==> src/rtl/ysyx_22040750_mem_arbiter.sv <==
// ysyx_22040750_mem_arbiter: shares one memory port between instruction fetch and the LSU, one transaction in flight.
module ysyx_22040750_mem_arbiter (
  input  logic        I_sys_clk,
  input  logic        I_rst,
  input  logic        I_if_req_valid,
  input  logic [31:0] I_if_addr,
  input  logic        I_if_flush,
  output logic        O_if_req_ready,
  output logic        O_if_resp_valid,
  output logic [31:0] O_if_inst,
  input  logic        I_lsu_req_valid,
  input  logic [31:0] I_lsu_addr,
  input  logic        I_lsu_wen,
  input  logic [63:0] I_lsu_wdata,
  input  logic [7:0]  I_lsu_wmask,
  output logic        O_lsu_req_ready,
  output logic        O_lsu_resp_valid,
  output logic [63:0] O_lsu_rdata,
  output logic        O_mem_req_valid,
  input  logic        I_mem_req_ready,
  output logic [31:0] O_mem_addr,
  output logic        O_mem_wen,
  output logic [63:0] O_mem_wdata,
  output logic [7:0]  O_mem_wmask,
  input  logic        I_mem_resp_valid,
  input  logic [63:0] I_mem_rdata
);
  typedef enum logic [2:0] {IDLE, REQ_IF, WAIT_IF, REQ_LSU, WAIT_LSU} state_t;
  state_t state, state_n;
  logic last_lsu, drop, drop_n, sel_hi, if_ok, grant_if, grant_lsu;
  assign if_ok     = I_if_req_valid && !I_if_flush;
  assign grant_lsu = (state == IDLE) && I_lsu_req_valid && (!if_ok || !last_lsu);
  assign grant_if  = (state == IDLE) && if_ok && (!I_lsu_req_valid || last_lsu);
  assign O_if_req_ready   = grant_if;
  assign O_lsu_req_ready  = grant_lsu;
  assign O_mem_req_valid  = (state == REQ_IF) || (state == REQ_LSU);
  // a flush arriving in the response cycle itself must still suppress the instruction
  assign O_if_resp_valid  = (state == WAIT_IF) && I_mem_resp_valid && !drop && !I_if_flush;
  assign O_lsu_resp_valid = (state == WAIT_LSU) && I_mem_resp_valid;
  assign O_if_inst        = O_if_resp_valid ? (sel_hi ? I_mem_rdata[63:32] : I_mem_rdata[31:0]) : 32'h0;
  assign O_lsu_rdata      = O_lsu_resp_valid ? I_mem_rdata : 64'h0;
  always_comb begin
    state_n = state;
    drop_n  = 1'b0;
    case (state)
      IDLE: state_n = grant_lsu ? REQ_LSU : grant_if ? REQ_IF : IDLE;
      REQ_IF: begin
        state_n = I_mem_req_ready ? WAIT_IF : I_if_flush ? IDLE : REQ_IF;
        drop_n  = I_mem_req_ready && I_if_flush;
      end
      WAIT_IF: begin
        state_n = I_mem_resp_valid ? IDLE : WAIT_IF;
        drop_n  = !I_mem_resp_valid && (drop || I_if_flush);
      end
      REQ_LSU:  state_n = I_mem_req_ready ? WAIT_LSU : REQ_LSU;
      WAIT_LSU: state_n = I_mem_resp_valid ? IDLE : WAIT_LSU;
      default:  state_n = IDLE;
    endcase
  end
  always_ff @(posedge I_sys_clk or posedge I_rst) begin
    if (I_rst) begin
      state       <= IDLE;
      last_lsu    <= 1'b0;
      drop        <= 1'b0;
      sel_hi      <= 1'b0;
      O_mem_addr  <= 32'h0;
      O_mem_wen   <= 1'b0;
      O_mem_wdata <= 64'h0;
      O_mem_wmask <= 8'h0;
    end else begin
      state <= state_n;
      drop  <= drop_n;
      if (grant_lsu) begin
        last_lsu    <= 1'b1;
        sel_hi      <= I_lsu_addr[2];
        O_mem_addr  <= I_lsu_addr;
        O_mem_wen   <= I_lsu_wen;
        O_mem_wdata <= I_lsu_wdata;
        O_mem_wmask <= I_lsu_wmask;
      end else if (grant_if) begin
        last_lsu    <= 1'b0;
        sel_hi      <= I_if_addr[2];
        O_mem_addr  <= I_if_addr;
        O_mem_wen   <= 1'b0;
        O_mem_wdata <= 64'h0;
        O_mem_wmask <= 8'h0;
      end
    end
  end
endmodule

==> config.mk <==
export PLATFORM = sky130hd
export DESIGN_NAME = ysyx_22040750_mem_arbiter
export DESIGN_NICKNAME = d
export VERILOG_FILES = /design/src/rtl/ysyx_22040750_mem_arbiter.sv
export SDC_FILE = /design/constraint.sdc
export NUM_CORES = 1
export LEC_CHECK = 0
export ABC_CLOCK_PERIOD_IN_PS = 9500
export CAP_MARGIN = 20
export CORE_AREA = 3 3 159 161
export CTS_CLUSTER_SIZE = 30
export DETAILED_ROUTE_END_ITERATION = 8
export DIE_AREA = 0 0 162 164
export GPL_ROUTABILITY_DRIVEN = 1
export PLACE_DENSITY = 0.59
export SLEW_MARGIN = 25
export SYNTH_ARGS = -nofsm -noshare
export SYNTH_HDL_FRONTEND = slang
export SYNTH_SLANG_ARGS = --single-unit
==> constraint.sdc <==
create_clock -name I_sys_clk -period 9.5 [get_ports I_sys_clk]
set_input_delay 1.9 -clock I_sys_clk [delete_from_list [all_inputs] [get_ports I_sys_clk]]
set_output_delay 1.9 -clock I_sys_clk [all_outputs]
set_load 0.01 [all_outputs]
==> impl_metrics.py <==
metrics = {
    "run_status": {
        "outcome": "completed",
    },
    "timing": {
        "slew_violations": 0,
        "rsz0062_at_grt": "false",
        "fin_skew_ns": 0.01260,
        "max_freq_ghz": 0.1669,
        "final-setup-viol-count": 0,
        "hold_viol": 0,
        "fin_crit_ns": 5.991,
        "max_slew_margin_pct": 29.23,
        "layout_worst_path_cycle_share_pct": 63.06,
        "final.setup.tns_ns": 0,
        "tightest_slew_ns": 1.061,
    },
    "cells_and_area": {
        "final_cells": 1233,
        "final_util_pct": 41.97,
        "drive_gt1_share_pct": 3.630,
        "antenna_cells": 0,
        "final_cell_mix": "413 x clkdlybuf4s50_1, 109 x dfrtp_1, 73 x a22o_1",
        "fin_nets": 1112,
        "syn2layout_area_growth_pct": 87.11,
        "mostFrequentLayoutCell": "clkdlybuf4s50_1",
    },
    "logic_synthesis": {
        "synth_warnings": 0,
        "yosysUniqueCellTypes": 29,
        "synth_top_family_by_area": "compound AO/OA/AOI/OAI gates",
        "synthMuxAreaShare_pct": 6.480,
        "synth-simple-area-share_pct": 13.58,
        "ys_ff_latch": 110,
        "synth_adder_area_share_pct": 0,
        "syn_inst": 524,
        "syn_area_um2": 5406,
        "syn_area_per_cell_um2": 10.32,
        "synth-xor-area-share_pct": 0,
        "synth_top_area_share_pct": 50.91,
        "ys_seq_area_share_pct": 50.91,
        "synth_area_leaders": "dfrtp_1 51%, a22o_1 12%, and2_1 7.4%, mux2i_1 6.5%, nor2_1 4.7%",
        "synth_top_area_cell": "dfrtp_1",
        "synth_compound_area_share_pct": 24.42,
        "syn_nets": 732,
    },
    "floorplanning": {
        "rows": 57,
        "start_util_pct": 22.43,
        "dieWidth_um": 162,
        "num_io_pins": 414,
        "die_area_um2": 26570,
        "die_y_um": 164,
        "coreArea_um2": 24110,
    },
    "critical_path": {
        "worstReg2RegStart": "state[1]",
        "endpoint_kind": "output pin",
        "ff2ff_path_depth": 5,
        "cp.arrival_ns": 4.09,
        "r2r_end": "O_mem_addr[0]",
        "crit_path_start_kind": "primary input",
        "crit_type": "primary input to output pin",
        "worstPathRequired_ns": 7.60,
        "critPathMaxFanout": 34,
        "reg2reg_slack_ns": 6.99,
    },
    "global_routing": {
        "met1_usage_pct": 23.03,
        "grt_max_degree": 78,
        "grt_util_met3_pct": 4.515,
        "grt_busiest_layer": "met2",
        "antenna_found_initial": 1,
        "overflow": 0,
        "grt_use_total_pct": 16.95,
        "grt_pass1_vias": 5429,
        "grtUsageMet2_pct": 27.49,
        "grt_pass1_wl_mm": 34.83,
    },
    "pwr": {
        "ir_worst_vdd_v": 0.0001036,
        "p_leak_nw": 4.116,
        "power.density_nw_per_um2": 242.0,
    },
    "clock_tree": {
        "cts_buffers": 9,
        "clk_pin_slew_worst_paths_ns": 0.08,
        "hold_buffers": 0,
        "cts_setup_buffers": 0,
        "cts_tree": "yes",
        "clock-root-buffer": "clkbuf_16",
        "htreeDepth": 3,
        "cts.sinks": 110,
        "cts_buffer_depth": 2,
        "clk_latency_ns": 0.35,
        "cts_resized": 0,
    },
    "min_path": {
        "hold_depth": 2,
        "hold_path_class": "register to register",
        "min_to": "O_mem_addr[0]",
        "worstHoldStart": "O_mem_addr[0]",
    },
    "placed_design": {
        "dpl.hpwl_mm": 18.04,
        "port_buffers": 413,
        "placedCellCount": 1217,
        "gp_congestion": 0.7719,
    },
    "detailed_routing": {
        "wl_per_cell_um": 19.15,
        "drt-initial-drc-count": 400,
        "vias": 5369,
        "ant_nets": 0,
        "viasPerCell": 4.354,
        "drt-total-wl_mm": 23.61,
        "drtPass1Iterations": 5,
        "drc": 0,
    },
    "flow_run": {
        "cap_violations": 0,
    },
}
[power by group]
part           switching [mW]  total, mW  internal, mW
registers               0.168      0.841         0.673
logic                   0.546       1.24         0.693
clock network           0.185      0.368         0.184
total                   0.899       2.45          1.55
[layout make-up]
type,instances,area (um^2)
Fill cell,2383,13990
Timing Repair Buffer,423,4209
Sequential cell,110,2754
Multi-Input combinational cell,356,2444
Tap cell,324,405.4
Clock buffer,10,229.0
Clock inverter,6,57.56
Inverter,4,17.52
[metrics by stage]
step	setup WS, ns	hold slack [ns]	area (um^2)	total power [mW]
after global routing	3.378	0.5177	10120	2.611
after global placement	3.435	0.4713	9827	2.093
after floorplan	4.698	0.5001	5406	1.392
final	3.509	0.4935	10120	2.448
after CTS	3.301	0.4958	10110	2.488
after detailed placement	3.307	0.4765	9827	2.097
[cells in the mapped netlist, drive strengths merged]
cell type / n
dfrtp: 110
or3: 1
o21bai: 31
a211oi: 31
o22ai: 1
nand2b: 1
clkbuf: 38
mux2i: 35
nor2: 68
and2: 64
nor3: 2
a32oi: 1
inv: 4
o21a: 1
nor4bb: 1
a21oi: 32
nand2: 6
o31ai: 1
buf: 16
o21ai: 4
a22o: 73
and3: 1
nor2b: 2
[cell families (layout without fill, tap and decap cells)]
| group | after synthesis | count (layout) |
|---|---|---|
| compound gates | 175 | 175 |
| buf+inv | 58 | 443 |
| flops | 110 | 110 |
| mux | 35 | 35 |
| simple gates | 146 | 146 |
[critical path: stages]
cell             delay (ns)
clkdlybuf4s50_1        0.53
nor2b_4                0.14
buf_4                  0.39
o21ai_2                0.09
buf_4                  0.27
nor2_1                 0.17
clkdlybuf4s50_1        0.58
[worst max-delay path by stage]
stage / start / end / slack [ns] / cells past startpoint
after floorplan: I_rst / O_mem_addr[0] / 4.70 / 1
after global placement: I_mem_resp_valid / O_if_inst[7] / 3.44 / 5
after detailed placement: I_mem_resp_valid / O_if_inst[22] / 3.31 / 5
after CTS: I_mem_resp_valid / O_if_inst[22] / 3.30 / 5
after global routing: I_if_flush / O_if_req_ready / 3.38 / 7
final: I_if_flush / O_if_req_ready / 3.51 / 7
[per-layer routing]
| layer | up-vias | wire length [um] |
|---|---|---|
| li1 | 2620 | - |
| met2 | 162 | 11640 |
| met4 | 2 | 212 |
| met1 | 2568 | 10330 |
| met3 | 17 | 1417 |
| met5 | - | 13 |
[state kept, by name, summed over array words and instances (netlist names)]
| signal | count |
|---|---|
| O_mem_addr | 32 |
| last_lsu | 1 |
| O_mem_wmask | 8 |
| O_mem_wen | 1 |
| O_mem_wdata | 64 |
| drop | 1 |
| state | 3 |
Note: power is estimated with default switching activity, not from simulation.
